## src/rtl/muldiv_seq.sv

```systemverilog
// Iterative multiply/divide unit with private HI/LO registers.
// One shift-add or restoring-divide bit-step per cycle; busy/stall/done handshake to the pipeline.
module muldiv_seq #(
    parameter int WIDTH = 32
) (
    input  logic             clk,
    input  logic             reset,
    input  logic             start,
    input  logic [5:0]       funct,
    input  logic [WIDTH-1:0] a,
    input  logic [WIDTH-1:0] b,
    output logic [WIDTH-1:0] hi,
    output logic [WIDTH-1:0] lo,
    output logic [WIDTH-1:0] rdata,
    output logic             busy,
    output logic             stall,
    output logic             done
);

    localparam int CW = $clog2(WIDTH + 1);

    localparam logic [5:0] FN_MFHI = 6'b010000;
    localparam logic [5:0] FN_MTHI = 6'b010001;
    localparam logic [5:0] FN_MFLO = 6'b010010;
    localparam logic [5:0] FN_MTLO = 6'b010011;

    typedef enum logic [1:0] {
        IDLE,
        RUN,
        FIN
    } state_t;

    state_t             state;
    logic [CW-1:0]      cnt;
    logic               op_div;
    logic               neg_q;
    logic               neg_r;
    logic               div_zero;
    logic [WIDTH-1:0]   a_raw;
    logic [WIDTH-1:0]   mag_a;
    logic [WIDTH-1:0]   mag_b;
    logic [2*WIDTH-1:0] prod;
    logic [WIDTH-1:0]   rem;

    logic               is_muldiv;
    logic               is_signed;
    logic [WIDTH-1:0]   abs_a;
    logic [WIDTH-1:0]   abs_b;
    logic [WIDTH-1:0]   mul_addend;
    logic [WIDTH:0]     mul_sum;
    logic [WIDTH:0]     div_shift;
    logic [WIDTH+1:0]   div_diff;
    logic [2*WIDTH-1:0] prod_fix;
    logic [WIDTH-1:0]   q_fix;
    logic [WIDTH-1:0]   r_fix;

    // Funct 0110xx are the four mul/div codes; bit 0 clear means signed, bit 1 set means divide.
    always_comb begin
        is_muldiv  = (funct[5:2] == 4'b0110);
        is_signed  = ~funct[0];
        abs_a      = (is_signed && a[WIDTH-1]) ? -a : a;
        abs_b      = (is_signed && b[WIDTH-1]) ? -b : b;
        mul_addend = prod[0] ? mag_a : {WIDTH{1'b0}};
        mul_sum    = {1'b0, prod[2*WIDTH-1:WIDTH]} + {1'b0, mul_addend};
        // The shifted partial remainder is the WIDTH+1-bit working remainder of the restoring step.
        div_shift  = {rem, mag_a[WIDTH-1]};
        div_diff   = {1'b0, div_shift} - {2'b00, mag_b};
        prod_fix   = neg_q ? -prod : prod;
        q_fix      = neg_q ? -mag_a : mag_a;
        r_fix      = neg_r ? -rem : rem;
    end

    always_comb begin
        rdata = {WIDTH{1'b0}};
        if (funct == FN_MFHI) begin
            rdata = hi;
        end else if (funct == FN_MFLO) begin
            rdata = lo;
        end
    end

    assign busy  = (state != IDLE);
    assign stall = start & busy;

    always_ff @(posedge clk or negedge reset) begin
        if (!reset) begin
            state    <= IDLE;
            cnt      <= '0;
            op_div   <= 1'b0;
            neg_q    <= 1'b0;
            neg_r    <= 1'b0;
            div_zero <= 1'b0;
            a_raw    <= '0;
            mag_a    <= '0;
            mag_b    <= '0;
            prod     <= '0;
            rem      <= '0;
            hi       <= '0;
            lo       <= '0;
            done     <= 1'b0;
        end else begin
            done <= 1'b0;
            case (state)
                IDLE: begin
                    if (start && is_muldiv) begin
                        state    <= RUN;
                        cnt      <= CW'(WIDTH);
                        op_div   <= funct[1];
                        neg_q    <= is_signed & (a[WIDTH-1] ^ b[WIDTH-1]);
                        neg_r    <= is_signed & a[WIDTH-1];
                        div_zero <= (b == '0);
                        a_raw    <= a;
                        mag_a    <= abs_a;
                        mag_b    <= abs_b;
                        prod     <= {{WIDTH{1'b0}}, abs_b};
                        rem      <= '0;
                    end else if (start && funct == FN_MTHI) begin
                        hi <= a;
                    end else if (start && funct == FN_MTLO) begin
                        lo <= a;
                    end
                end
                // Divide shifts quotient bits into mag_a as the dividend bits leave it.
                RUN: begin
                    if (op_div) begin
                        if (div_diff[WIDTH+1]) begin
                            rem <= div_shift[WIDTH-1:0];
                        end else begin
                            rem <= div_diff[WIDTH-1:0];
                        end
                        mag_a <= {mag_a[WIDTH-2:0], ~div_diff[WIDTH+1]};
                    end else begin
                        prod <= {mul_sum, prod[WIDTH-1:1]};
                    end
                    cnt <= cnt - CW'(1);
                    if (cnt == CW'(1)) begin
                        state <= FIN;
                    end
                end
                FIN: begin
                    if (!op_div) begin
                        {hi, lo} <= prod_fix;
                    end else if (div_zero) begin
                        lo <= {WIDTH{1'b1}};
                        hi <= a_raw;
                    end else begin
                        lo <= q_fix;
                        hi <= r_fix;
                    end
                    done  <= 1'b1;
                    state <= IDLE;
                end
                default: state <= IDLE;
            endcase
        end
    end

endmodule
```

## config.mk

```make
export PLATFORM = sky130hd
export DESIGN_NAME = muldiv_seq
export DESIGN_NICKNAME = d
export VERILOG_FILES = /design/src/rtl/muldiv_seq.sv
export SDC_FILE = /design/constraint.sdc
export NUM_CORES = 1
export LEC_CHECK = 0
export BUFFER_PORTS_ARGS = -buffer_cell sky130_fd_sc_hd__buf_2
export CAP_MARGIN = 10
export CORE_MARGIN = 1
export CORE_UTILIZATION = 40
export CTS_CLUSTER_DIAMETER = 80
export DETAILED_ROUTE_END_ITERATION = 10
export PLACE_DENSITY = 0.65
export REMOVE_ABC_BUFFERS = 1
export SYNTH_ARGS = -nofsm -noshare
export SYNTH_HDL_FRONTEND = slang
export SYNTH_SLANG_ARGS = --single-unit
```

## constraint.sdc

```tcl
create_clock -name clk -period 4.7 [get_ports clk]
set_clock_uncertainty 0.05 [all_clocks]
set_input_delay 1.175 -clock clk [delete_from_list [all_inputs] [get_ports clk]]
set_output_delay 1.175 -clock clk [all_outputs]
set_load 0.05 [all_outputs]
```

Word-level counts from Yosys, hierarchy flattened

Index checks and enable logic that the tools add are counted.
W data, S select, Z words.

Flip-flop bits (word level): 269
Output and inout port bits: 99
Word-level logic and storage cells: 96

$add $sub $neg: 8
Eq/ne operators: 16
Muxes and demuxes: 35
Bitwise logic cells: 6
Reductions and logical operators: 17

Operator list:

| operator              | count |
|---|---|
| $mux W32              | 21 |
| $pmux W32 S2          | 4 |
| $mux W64              | 3 |
| $neg A32 Y32          | 4 |
| $pmux W64 S2          | 1 |
| $neg A64 Y64          | 1 |
| $sub A33 B32 Y34      | 1 |
| $add A32 B32 Y33      | 1 |
| $logic_not A32 Y1     | 1 |
| $eq A6 B5 Y1 const B  | 4 |
| $ne A2 B2 Y1 const B  | 8 |
| $pmux W6 S2           | 1 |
| $reduce_and A3 Y1     | 3 |
| $eq A6 B1 Y1 const B  | 1 |
| $mux W6               | 1 |
| $reduce_and A2 Y1     | 3 |
| $reduce_bool A2 Y1    | 3 |
| $sub A6 B1 Y6 const B | 1 |
| $logic_and A1 B1 Y1   | 5 |
| $eq A4 B3 Y1 const B  | 1 |
| $mux W2               | 2 |
| $pmux W2 S2           | 1 |
| $reduce_and A4 Y1     | 1 |
| $and A1 B1 Y1         | 3 |
| other kinds (6)       | 7 |

Depth between registers and ports, before layout

Depth after elaboration: 6
Depth in mapped cells: 14
Mapped depth without buffers: 14

Worst setup path after synthesis

OpenSTA, ideal clock, no wires.

Kind: input -> output
Start point: input funct[1]
End point: output rdata[11]
Arrival time: 2.728 ns
Data required time: 3.475 ns
Path slack: 0.747 ns
Stages on the path: 4
Path buffers: 2
Cell sequence: clkbuf_1 > buf_1 > mux2i_1 > nor2_1

Longest elaborated chain between the ends: 3

RTL lines:

| element            | RTL line | RTL |
|---|---|---|
| start: declaration | 9        | `input logic [5:0] funct,` |
| $eq A6 B5 Y1       | 77       | `end else if (funct == FN_MFLO) begin` |
| $mux W32           | 77       |  |
| $mux W32 *         | 75       | `if (funct == FN_MFHI) begin` |
| end: declaration   | 14       | `output logic [WIDTH-1:0] rdata,` |

Every way passes the cells marked *; elsewhere a longest branch is shown, timed or not.

Worst setup path after layout

Start point: register prod[0]
End point: register prod[60]

Longest elaborated chain between the ends: 4

RTL lines:

| element                  | RTL line | RTL |
|---|---|---|
| start: declaration       | 42       | `logic [2*WIDTH-1:0] prod;` |
| start signal: assignment | 115      | `prod <= {{WIDTH{1'b0}}, abs_b};` |
| start signal: assignment | 133      | `prod <= {mul_sum, prod[WIDTH-1:1]};` |
| $mux W32                 | 63       | `mul_addend = prod[0] ? mag_a : {WIDTH{1'b0}};` |
| $add A32 B32 Y33         | 64       | `mul_sum = {1'b0, prod[2*WIDTH-1:WIDTH]} + {1'b0, mul_addend};` |
| $mux W64                 | 125      | `if (op_div) begin` |
| $pmux W64 S2             | 103      | `case (state)` |

No other way between the ends. The select of a mux whose other input is x is not followed.
A chain may end at the register's enable or synchronous reset.

==> results.yml <==
synthesis:
  synth_compound_area_frac: 0.2434
  netlist_area_um2: 19980
  synth_area_leaders: "dfrtp_1, nand2_1, o21ai_0, xnor2_1, a21oi_1"
  synth-edff-count: 0
  synth-xor-area-share: 0.09380
  syn-instance-count: 2523
  synth_ff_type: "dfrtp_1"
  yosysTopAreaCell: "dfrtp_1"
  synth-simple-area-share: 0.2101
  synth_mux_area_frac: 0.02511
  ys_seq_elements: 269
  synth_top_area_frac: 0.3369
  synth_seq_area_share: 0.3369
  yosys_warnings: 0
  ys_types: 87
  synth_top_family_by_area: "compound AO/OA/AOI/OAI gates"
  ys_async_sr_fraction: 1.000
  synthAdderAreaFrac: 0.04646
  avgSynthCellArea_um2: 7.920
timing:
  worst_pin_slew_ps: 1009
  tns_ps: 0
  final-max-slew-violation-count: 0
  setup_viol_count_final: 0
  slew_headroom: 0.3254
  period_minus_slack_ps: 3989
  period_share: 0.8486
  rsz0062_at_grt: "false"
  hold_viol_final: 0
  fin_hold_ws_ps: 423.7
  timing.fmax_mhz: 250.7
worst_setup_path:
  cp.required_ps: 5130
  crit_cells: 11
  worst-path-buf-inv: 0
  r2r_cells: 11
  worstSetupStartpoint: "prod[0]"
  crit_family: "compound AO/OA/AOI/OAI gates"
  crit_path_end: "prod[60]"
  timing.rr.start: "prod[0]"
  slowest_delay_ps: 570
  slowest_stage: "a221oi_1"
  crit_type: "register to register"
  ff2ff_setup_slack_ps: 710
  startpoint_type: "register"
  rr_endpoint: "prod[60]"
  cp_cell_sequence: "and2_1 > ha_1 > and3_1 > a221oi_1 > a21oi_1 > a211oi_1 > o21ai_1 > o211a_1 > a21bo_2 > or4_1 > nand3_1"
  end_kind: "register"
  worst_ep_arrival_time_ps: 4420
  cp_max_fo: 10
detailed_routing:
  drcViolationCount: 0
  wl_um: 72590
  drt_iter0_drc: 2280
  wl_per_cell_um: 21.95
  vias: 19890
  drt_first_pass_iters: 6
  ant_nets: 0
  vias_per_cell: 6.016
global_routing:
  gr-total-overflow: 0
  grt_antenna_before_repair: 1
  grt_max_degree: 94
  grtUsageTotal: 0.2845
  grt_first_pass_wirelength_um: 111000
  grt_pass1_vias: 18530
floorplanning:
  die_area_um2: 50850
  fp.dieH_um: 225.5
  die_w_um: 225.5
  start_util: 0.4065
  core-area_um2: 49150
  ios: 172
  rows: 81
pwr:
  p_per_area_nw_per_um2: 721.3
  ir_drop_mv: 0.3580
  cellLeakagePower_nw: 9.909
clock_network:
  ctsHoldBuffers: 0
  path_clk_slew_ps: 60
  cts_made_buffers: 35
  cts.sinks: 269
  clk_path_buf_depth: 3
  htreeDepth: 2
  post_cts_buffers: 0
  clock_latency_ps: 550
  cts-root-buf: "clkbuf_16"
  ctsResizeCount: 0
  cts_tree: "yes"
placed_design:
  port_buffers: 171
  dp_hpwl_um: 53800
  place_congestion: 0.9671
outcome:
  status: "finished clean"
cells_and_area:
  area_growth_pct: 13.32
  final_nets: 2766
  drive_above_1_share: 0.1215
job:
  drv_cap: 0
hold_path:
  hold_class: "register to register"
-- routing by layer --
layer | global-route usage | wire, um | up-vias
met3 | 0.04863 | 6755 | 142
met1 | 0.3990 | 31680 | 9566
li1 | - | - | 9158
met5 | 0 | 0 | -
met4 | 0.09897 | 2400 | 0
met2 | 0.4395 | 31760 | 1028
-- synth_stat cells, types with 46 or more instances --
master	count
inv_1	74
o21ai_0	259
dfrtp_1	269
xnor2_1	125
nand3_1	50
a21oi_1	188
nor2_1	227
ha_1	71
mux2i_1	49
xor2_1	89
o31ai_1	46
clkbuf_1	137
nand2_1	367
-- per-stage QoR --
step | setup slack (ps) | instances | utilization | total power, mW | area (um2)
final | 711.4 | 3307 | 0.4607 | 16.33 | 22640
after floorplan | -995.0 | 2366 | - | 10.66 | 19390
after CTS | 724.4 | 3306 | 0.4606 | 16.22 | 22640
after global routing | 488.0 | 3306 | 0.4606 | 17.41 | 22640
after global placement | 555.4 | 3247 | 0.4377 | 13.25 | 21510
after detailed placement | 512.9 | 3247 | 0.4377 | 13.45 | 21510
-- cell usage in the layout (no fill, tap or decap), types with 71 or more instances in the layout --
| cell type | n |
|---|---|
| a21oi_1 | 188 |
| buf_2 | 170 |
| dfrtp_1 | 267 |
| ha_1 | 71 |
| inv_1 | 74 |
| nand2_1 | 367 |
| nor2_1 | 224 |
| o21ai_0 | 258 |
| xnor2_1 | 125 |
| xor2_1 | 89 |
-- final cells by class --
cell class | instances | area (um2)
fillers | 4822 | 26510
multi-input cells | 2020 | 12420
inverters | 77 | 289.0
flip-flops and latches | 269 | 6734
diodes | 1 | 2.502
repair buffers | 217 | 1236
clock buffers | 50 | 1025
clock inverters | 9 | 102.6
well taps | 664 | 830.8
-- worst min-delay path by stage --
stage | to | start | slack [ps] | depth (start not counted)
3_3_place_gp | cnt[5] | cnt[5] | 400 | 1
2_1_floorplan | cnt[5] | cnt[5] | 390 | 1
4_1_cts | cnt[5] | cnt[5] | 430 | 1
3_5_place_dp | a_raw[30] | a_raw[30] | 410 | 2
5_1_grt | a_raw[12] | a_raw[12] | 440 | 2
6_report | cnt[5] | cnt[5] | 420 | 1
-- power breakdown --
part / switching [mW] / leakage [nW] / internal [mW] / total (mW)
clock: 1.09 / 0.546 / 1.62 / 2.71
combinational: 5.69 / 6.06 / 3.38 / 9.07
sequential: 1.38 / 3.30 / 3.17 / 4.55
-- flip-flops by register name, indices dropped and copies added (netlist names) --
signal    cells
op_div        1
prod         64
state         2
lo           32
done          1
mag_a        32
a_raw        32
rem          32
neg_q         1
neg_r         1
div_zero      1
hi           32
cnt           6
mag_b        32
-- logic make-up (layout without fill, tap and decap cells) --
logic type / after synthesis / count (layout)
simple gates: 903 / 903
compound gates: 780 / 780
flops: 269 / 269
buf+inv: 234 / 353
xor+xnor: 214 / 214
fa+ha+maj: 73 / 73
mux: 50 / 50
other cells: 0 / 1
(Power assumes the default switching activity.)
